[src/rtl/alu_pkg.sv]
// alu_pkg: shared types and constants for the ALU execute stage.
//   alu_op_e     - 3-bit ALU operation codes (shared with the opcode decoder)
//   shift_e      - operand-2 shift types
//   exec_state_e - execute-stage FSM states
//   FLAG_*       - bit positions of N, Z, C, V inside a 4-bit NZCV vector
package alu_pkg;

  localparam int unsigned FLAGS_W = 4;
  localparam int unsigned SHAMT_W = 5;

  localparam int unsigned FLAG_N = 3;
  localparam int unsigned FLAG_Z = 2;
  localparam int unsigned FLAG_C = 1;
  localparam int unsigned FLAG_V = 0;

  typedef enum logic [2:0] {
    OP_ADD   = 3'b000,
    OP_SUB   = 3'b001,
    OP_AND   = 3'b010,
    OP_ORR   = 3'b011,
    OP_XOR   = 3'b100,
    OP_NOT   = 3'b101,
    OP_PASSA = 3'b110,
    OP_PASSB = 3'b111
  } alu_op_e;

  typedef enum logic [1:0] {
    SH_LSL = 2'b00,
    SH_LSR = 2'b01,
    SH_ASR = 2'b10,
    SH_ROR = 2'b11
  } shift_e;

  typedef enum logic [1:0] {
    ST_IDLE  = 2'b00,
    ST_SHIFT = 2'b01,
    ST_EXEC  = 2'b10,
    ST_DONE  = 2'b11
  } exec_state_e;

endpackage

[src/rtl/alu_core.sv]
// alu_core: purely combinational ALU with NZCV flag generation.
// Ports:
//   op_i     - ALU operation
//   a_i      - operand A
//   b_i      - shifted operand B'
//   shc_i    - shifter carry (C for logical / move ops)
//   v_i      - incoming V flag (preserved for non-arithmetic ops)
//   result_o - ALU result
//   flags_o  - NZCV flags for result_o
module alu_core
  import alu_pkg::*;
#(
  parameter int unsigned WIDTH = 32
) (
  input  alu_op_e              op_i,
  input  logic [WIDTH-1:0]     a_i,
  input  logic [WIDTH-1:0]     b_i,
  input  logic                 shc_i,
  input  logic                 v_i,
  output logic [WIDTH-1:0]     result_o,
  output logic [FLAGS_W-1:0]   flags_o
);

  logic [WIDTH:0] sum;
  logic           c_out;
  logic           v_out;

  // Result select plus carry/overflow; SUB is A + ~B' + 1 so C is NOT borrow.
  always_comb begin
    sum      = '0;
    c_out    = shc_i;
    v_out    = v_i;
    result_o = '0;
    case (op_i)
      OP_ADD: begin
        sum      = {1'b0, a_i} + {1'b0, b_i};
        result_o = sum[WIDTH-1:0];
        c_out    = sum[WIDTH];
        v_out    = (a_i[WIDTH-1] == b_i[WIDTH-1]) && (result_o[WIDTH-1] != a_i[WIDTH-1]);
      end
      OP_SUB: begin
        sum      = {1'b0, a_i} + {1'b0, ~b_i} + (WIDTH+1)'(1);
        result_o = sum[WIDTH-1:0];
        c_out    = sum[WIDTH];
        v_out    = (a_i[WIDTH-1] != b_i[WIDTH-1]) && (result_o[WIDTH-1] != a_i[WIDTH-1]);
      end
      OP_AND:   result_o = a_i & b_i;
      OP_ORR:   result_o = a_i | b_i;
      OP_XOR:   result_o = a_i ^ b_i;
      OP_NOT:   result_o = ~b_i;
      OP_PASSA: result_o = a_i;
      default:  result_o = b_i;
    endcase
    flags_o         = '0;
    flags_o[FLAG_N] = result_o[WIDTH-1];
    flags_o[FLAG_Z] = (result_o == '0);
    flags_o[FLAG_C] = c_out;
    flags_o[FLAG_V] = v_out;
  end

endmodule

[src/rtl/alu_exec.sv]
// alu_exec: multi-cycle execute stage (shift operand 2, then ALU + NZCV).
// Optional build macro: ALU_FAST_SHIFT_EN selects a single-cycle barrel
// shifter in EXEC instead of one-bit-per-cycle iteration in SHIFT.
// Ports:
//   clk, reset              - clock, synchronous active-high reset
//   i_valid / o_ready       - request handshake
//   i_alu_op, i_a, i_b      - operation and operands
//   i_shift_type/amt        - operand-2 shift description (amount 0 = no shift)
//   i_flags                 - current NZCV from CPSR
//   o_valid / i_ready       - result handshake
//   o_result, o_flags       - registered result and NZCV
module alu_exec
  import alu_pkg::*;
#(
  parameter int unsigned WIDTH = 32
) (
  input  logic                 clk,
  input  logic                 reset,
  input  logic                 i_valid,
  output logic                 o_ready,
  input  logic [2:0]           i_alu_op,
  input  logic [WIDTH-1:0]     i_a,
  input  logic [WIDTH-1:0]     i_b,
  input  logic [1:0]           i_shift_type,
  input  logic [SHAMT_W-1:0]   i_shift_amt,
  input  logic [FLAGS_W-1:0]   i_flags,
  output logic                 o_valid,
  input  logic                 i_ready,
  output logic [WIDTH-1:0]     o_result,
  output logic [FLAGS_W-1:0]   o_flags
);

  exec_state_e          state_q, state_d;
  alu_op_e              op_q, op_d;
  shift_e               sht_q, sht_d;
  logic [WIDTH-1:0]     a_q, a_d;
  logic [WIDTH-1:0]     b_q, b_d;
  logic [SHAMT_W-1:0]   cnt_q, cnt_d;
  logic                 c_q, c_d;
  logic                 v_q, v_d;
  logic [WIDTH-1:0]     result_q, result_d;
  logic [FLAGS_W-1:0]   flags_q, flags_d;
  logic                 valid_q, valid_d;
  logic                 ready_q, ready_d;

  logic [WIDTH-1:0]     b_sh;
  logic                 c_sh;
  logic [WIDTH-1:0]     core_res;
  logic [FLAGS_W-1:0]   core_flags;

  // N and Z of the incoming CPSR are never consumed here.
  logic unused_flags;
  assign unused_flags = ^i_flags[FLAG_N:FLAG_Z];

`ifdef ALU_FAST_SHIFT_EN
  logic [WIDTH:0]   lsl_w, lsr_w, asr_w;
  logic [WIDTH-1:0] ror_w;

  // Barrel shift of the captured B by the captured amount; the extra bit
  // beside the data catches the last bit shifted out.
  always_comb begin
    lsl_w = {1'b0, b_q} << cnt_q;
    lsr_w = {b_q, 1'b0} >> cnt_q;
    asr_w = $signed({b_q, 1'b0}) >>> cnt_q;
    ror_w = (b_q >> cnt_q) | (b_q << (WIDTH - 32'(cnt_q)));
    b_sh  = b_q;
    c_sh  = c_q;
    if (cnt_q != '0) begin
      case (sht_q)
        SH_LSL:  begin b_sh = lsl_w[WIDTH-1:0]; c_sh = lsl_w[WIDTH];    end
        SH_LSR:  begin b_sh = lsr_w[WIDTH:1];   c_sh = lsr_w[0];        end
        SH_ASR:  begin b_sh = asr_w[WIDTH:1];   c_sh = asr_w[0];        end
        default: begin b_sh = ror_w;            c_sh = ror_w[WIDTH-1];  end
      endcase
    end
  end
`else
  assign b_sh = b_q;
  assign c_sh = c_q;
`endif

  alu_core #(.WIDTH(WIDTH)) u_core (
    .op_i     (op_q),
    .a_i      (a_q),
    .b_i      (b_sh),
    .shc_i    (c_sh),
    .v_i      (v_q),
    .result_o (core_res),
    .flags_o  (core_flags)
  );

  // Next-state and datapath updates.
  always_comb begin
    state_d  = state_q;
    op_d     = op_q;
    sht_d    = sht_q;
    a_d      = a_q;
    b_d      = b_q;
    cnt_d    = cnt_q;
    c_d      = c_q;
    v_d      = v_q;
    result_d = result_q;
    flags_d  = flags_q;
    case (state_q)
      ST_IDLE: begin
        if (i_valid) begin
          op_d  = alu_op_e'(i_alu_op);
          sht_d = shift_e'(i_shift_type);
          a_d   = i_a;
          b_d   = i_b;
          cnt_d = i_shift_amt;
          c_d   = i_flags[FLAG_C];
          v_d   = i_flags[FLAG_V];
`ifdef ALU_FAST_SHIFT_EN
          state_d = ST_EXEC;
`else
          state_d = (i_shift_amt != '0) ? ST_SHIFT : ST_EXEC;
`endif
        end
      end
      ST_SHIFT: begin
        // One bit per cycle; carry holds the most recently shifted-out bit.
        case (sht_q)
          SH_LSL: begin c_d = b_q[WIDTH-1]; b_d = {b_q[WIDTH-2:0], 1'b0};        end
          SH_LSR: begin c_d = b_q[0];       b_d = {1'b0, b_q[WIDTH-1:1]};        end
          SH_ASR: begin c_d = b_q[0];       b_d = {b_q[WIDTH-1], b_q[WIDTH-1:1]}; end
          default: begin c_d = b_q[0];      b_d = {b_q[0], b_q[WIDTH-1:1]};      end
        endcase
        cnt_d = cnt_q - SHAMT_W'(1);
        if (cnt_q == SHAMT_W'(1)) state_d = ST_EXEC;
      end
      ST_EXEC: begin
        result_d = core_res;
        flags_d  = core_flags;
        state_d  = ST_DONE;
      end
      default: begin
        if (i_ready) state_d = ST_IDLE;
      end
    endcase
    valid_d = (state_d == ST_DONE);
    ready_d = (state_d == ST_IDLE);
  end

  always_ff @(posedge clk) begin
    if (reset) begin
      state_q  <= ST_IDLE;
      op_q     <= OP_ADD;
      sht_q    <= SH_LSL;
      a_q      <= '0;
      b_q      <= '0;
      cnt_q    <= '0;
      c_q      <= 1'b0;
      v_q      <= 1'b0;
      result_q <= '0;
      flags_q  <= '0;
      valid_q  <= 1'b0;
      ready_q  <= 1'b1;
    end else begin
      state_q  <= state_d;
      op_q     <= op_d;
      sht_q    <= sht_d;
      a_q      <= a_d;
      b_q      <= b_d;
      cnt_q    <= cnt_d;
      c_q      <= c_d;
      v_q      <= v_d;
      result_q <= result_d;
      flags_q  <= flags_d;
      valid_q  <= valid_d;
      ready_q  <= ready_d;
    end
  end

  assign o_ready  = ready_q;
  assign o_valid  = valid_q;
  assign o_result = result_q;
  assign o_flags  = flags_q;

endmodule

[config.mk]
export PLATFORM = sky130hd
export DESIGN_NAME = alu_exec
export DESIGN_NICKNAME = d
export VERILOG_FILES = /design/src/rtl/alu_pkg.sv /design/src/rtl/alu_core.sv /design/src/rtl/alu_exec.sv
export SDC_FILE = /design/constraint.sdc
export NUM_CORES = 1
export LEC_CHECK = 0
export BUFFER_PORTS_ARGS = -buffer_cell sky130_fd_sc_hd__buf_4
export CORE_MARGIN = 2
export CORE_UTILIZATION = 50
export CTS_CLUSTER_DIAMETER = 100
export DETAILED_ROUTE_END_ITERATION = 16
export PLACE_DENSITY_LB_ADDON = 0.3
export SLEW_MARGIN = 20
export SYNTH_ARGS = -nofsm -noshare
export SYNTH_HDL_FRONTEND = slang
export SYNTH_SLANG_ARGS = --single-unit
export TNS_END_PERCENT = 30
[constraint.sdc]
create_clock -name clk -period 4.5 [get_ports clk]
set_input_delay 0.45 -clock clk [delete_from_list [all_inputs] [get_ports clk]]
set_output_delay 0.45 -clock clk [all_outputs]
set_load 0.05 [all_outputs]
==> results.sh <==
export IMPL_grt_pass1_wl_um=66200
export IMPL_fin_crit_sh_pct=93.8
export IMPL_drt_met1_wl_um=18200
export IMPL_reg2reg_from="b_q[1]$_SDFFE_PP0P_"
export IMPL_r2r_end="o_flags[2]$_SDFFE_PP0N_"
export IMPL_cts_tree="built"
export IMPL_avgSynthCellArea_um2=7.06
export IMPL_critical_path_max_stage_delay_ps=550
export IMPL_hpwl_um=31100
export IMPL_crit_type="reg -> reg"
export IMPL_grt_overflow=0
export IMPL_design_core_area_mm2=0.0220
export IMPL_grt_pass1_vias=11847
export IMPL_finalHoldViolations=0
export IMPL_skew_ps=12.5
export IMPL_seq_area_frac_synth_pct=20.4
export IMPL_cp_start_kind="register"
export IMPL_viasPerCell=6.42
export IMPL_fin_area_mm2=0.0131
export IMPL_rr_worst_depth=14
export IMPL_post_synth_top_area_fraction_pct=20.4
export IMPL_setup_tns_ps=0
export IMPL_synth_edf_count=0
export IMPL_antenna_found_initial=0
export IMPL_wl_um=42200
export IMPL_grt_usage_pct=35.4
export IMPL_cp_top_family="compound AO/OA/AOI/OAI gates"
export IMPL_drive_gt1_share_pct=14.7
export IMPL_fin_nets=1854
export IMPL_cts_root_buf="clkbuf_16"
export IMPL_insertion_delay_ps=440
export IMPL_dieArea_mm2=0.0237
export IMPL_insertedDiodeCount=0
export IMPL_cp_slowest_cell="or4_1"
export IMPL_clock_sinks=115
export IMPL_highest_layer="met4"
export IMPL_cts_resized=0
export IMPL_ioPinCount=120
export IMPL_yosys_top_cells_area="dfxtp_1, ha_1, a21oi_1"
export IMPL_crit_required_ps=4870
export IMPL_clk_pin_slew_ps=70
export IMPL_async_reset_ff_share_pct=0
export IMPL_cp_cell_sequence="inv_1, ha_1, a21o_1, and4_1, o21ai_1, nand2_1, o2bb2ai_1, o32ai_2, o2111ai_1, or4_1, nor4_1, buf_4, nand4_1, o21ai_1"
export IMPL_synthCells=1594
export IMPL_fin_ws_ps=281
export IMPL_fp_dieW_um=154
export IMPL_cts_max_level=4
export IMPL_route_vias_total=12576
export IMPL_ir_worst_vdd_mv=0.261
export IMPL_wl_per_cell_um=21.5
export IMPL_synthToLayoutAreaGrowth_pct=16.0
export IMPL_comb_power_share_pct=49.2
export IMPL_drc_errors=0
export IMPL_cts_buffers=17
export IMPL_grt_max_degree=64
export IMPL_clockBufferDepth=2
export IMPL_drt_iter0_drc=1160
export IMPL_multi_input_area_mm2=0.00813
export IMPL_syn_num_nets=1783
export IMPL_r2r_setup_slack_ps=280
export IMPL_rsz0062_at_grt="no"
export IMPL_wl_met2_um=17900
export IMPL_clock_fmax_mhz=237
export IMPL_fillers=2091
export IMPL_start_util_pct=51.3
export IMPL_hold_path_class="in -> reg"
export IMPL_min_from="i_a[7]"
export IMPL_p_clk_share_pct=26.1
export IMPL_max_cap_violations=0
export IMPL_period_minus_slack_ps=4220
export IMPL_postCtsSetupBuffers=0
export IMPL_synth_ff_type="dfxtp_1"
export IMPL_crit_path_end_kind="register"
export IMPL_dpl_cell_area_mm2=0.0125
export IMPL_regArea_mm2=0.00230
export IMPL_final_util_pct=59.5
export IMPL_power_switching_mw=2.49
export IMPL_drtPass1Iterations=5
export IMPL_path_max_fanout=5
export IMPL_seq_power_share_pct=24.7
export IMPL_outcome="finished clean"
export IMPL_min_path_cells=3
export IMPL_die_h_um=154
export IMPL_gp_congestion=1.01
export IMPL_worstHoldEndpoint="a_q[7]$_SDFFE_PP0P_"
export IMPL_path_depth=14
export IMPL_p_per_area_mw_per_mm2=406
export IMPL_synth_top_cell_by_area="dfxtp_1"
export IMPL_yosys_warnings=0
export IMPL_synthDistinctLibCells=86
export IMPL_syn_area_mm2=0.0113
export IMPL_worstMarginPinSlew_ps=1040
export IMPL_rows=54
export IMPL_antenna_left=0
export IMPL_slew_viol_final=0
export IMPL_io_buffers=117
export IMPL_setup_viol=0
export IMPL_cp_common_cell="o21ai_1"
export IMPL_p_leak_nw=5.47
export IMPL_post_place_ws_ps=444
export IMPL_switching_share_pct=47.0
export IMPL_relSlewSlack_pct=30.7
export IMPL_critical_path_buf_inv_count=2
export IMPL_postCtsHoldBufs=0
export IMPL_wl_met3_um=3990
export IMPL_worstPathArrival_ps=4590
export IMPL_ys_ff_latch=115
export IMPL_internal_power_mw=2.81
==> cells in the final DEF (no fill, tap or decap), types with 30 or more instances in the layout <==
master	Yosys	routed
buf_4	4	168
o21ai_0	54	53
a31oi_1	37	37
dfxtp_1	115	113
a211oi_1	47	47
inv_1	99	99
nor2_1	189	185
mux2i_1	49	49
nor3_1	31	30
nand2_1	183	183
a21oi_1	203	203
ha_1	105	105
==> worst reg2reg max path, cell delays in order (launching register included) <==
cell and delay, ps:
dfxtp_1 430, inv_1 180, ha_1 360, a21o_1 210, and4_1 240, o21ai_1 480
nand2_1 270, o2bb2ai_1 210, o32ai_2 330, o2111ai_1 170, or4_1 550, nor4_1 340
buf_4 170, nand4_1 90, o21ai_1 130
==> per-stage QoR <==
| stage | std cells | hold slack [ps] | power, mW |
|---|---|---|---|
| 2_1_floorplan | 1594 | 437 | 3.08 |
| 6_report | 1958 | 253 | 5.31 |
| 5_1_grt | 1958 | 250 | 5.60 |
| 3_5_place_dp | 1926 | 449 | 3.86 |
| 3_3_place_gp | 1925 | 446 | 3.81 |
| 4_1_cts | 1958 | 247 | 5.25 |
==> synthesized netlist by cell type, types with 6 or more instances <==
library cell	n
a21oi_1	203
nor2_1	189
nand2_1	183
dfxtp_1	115
ha_1	105
inv_1	99
clkbuf_1	76
o21ai_0	54
mux2i_1	49
a211oi_1	47
a31oi_1	37
nor3_1	31
o31ai_1	24
a221oi_1	23
nand3_1	23
a21o_1	21
buf_1	21
nor2b_1	19
buf_2	16
o211ai_1	16
nor4_1	15
xnor2_1	15
nand2b_1	13
o22ai_1	11
nand4_1	10
o21a_1	10
a22oi_1	9
or3_1	9
inv_2	8
a221o_1	7
o221ai_1	7
o21bai_1	6
==> area by class of cell <==
class,instances,area share (%)
clock inverters,15,1.22
well taps,280,2.68
multi-input cells,1255,62.2
clock buffers,17,3.26
flip-flops and latches,115,17.6
repair buffers,169,9.87
inverters,107,3.08
==> worst max-delay path by stage <==
stage                         start                 endpoint  slack [ps]
2_1_floorplan   b_q[0]$_SDFFE_PP0P_  o_flags[2]$_SDFFE_PP0N_        1190
3_3_place_gp    b_q[8]$_SDFFE_PP0P_  o_flags[2]$_SDFFE_PP0N_         450
3_5_place_dp    b_q[8]$_SDFFE_PP0P_  o_flags[2]$_SDFFE_PP0N_         440
4_1_cts         b_q[8]$_SDFFE_PP0P_  o_flags[2]$_SDFFE_PP0N_         380
5_1_grt        b_q[14]$_SDFFE_PP0P_  o_flags[2]$_SDFFE_PP0N_          40
6_report        b_q[1]$_SDFFE_PP0P_  o_flags[2]$_SDFFE_PP0N_         280
==> state kept, by name, indices dropped and copies added, names as in the netlist <==
register and count:
sht_q 2, b_q 32, o_result 32, state_q 2, o_valid 1, a_q 32
c_q 1, o_ready 1, cnt_q 5, o_flags 3, op_q 3, v_q 1
==> metal layers <==
layer	GRT usage [%]	vias to the layer above
li1	-	5894
met1	48.4	5864
met2	53.3	678
met3	7.22	140
met4	16.8	0
met5	0	-
==> power groups by stage <==
stage	clock network, mW	registers [mW]	logic, mW
2_1_floorplan	0	1.39	1.70
3_3_place_gp	0	1.32	2.49
3_5_place_dp	0	1.33	2.53
4_1_cts	1.40	1.30	2.54
5_1_grt	1.44	1.33	2.84
6_report	1.38	1.31	2.61
==> cells by family (layout without fill, tap and decap cells) <==
group | Yosys count | count (layout) | share of synthesized area, %
AND/OR/NAND/NOR | 519 | 519 | 20.3
flip-flops | 115 | 115 | 20.4
AO/OA/AOI/OAI | 555 | 555 | 32.7
buffers and inverters | 224 | 308 | 7.78
adder cells (fa/ha/maj) | 107 | 107 | 12.0
multiplexers | 56 | 56 | 5.36
XOR/XNOR | 18 | 18 | 1.40
Power figures use the tool's default switching activity.
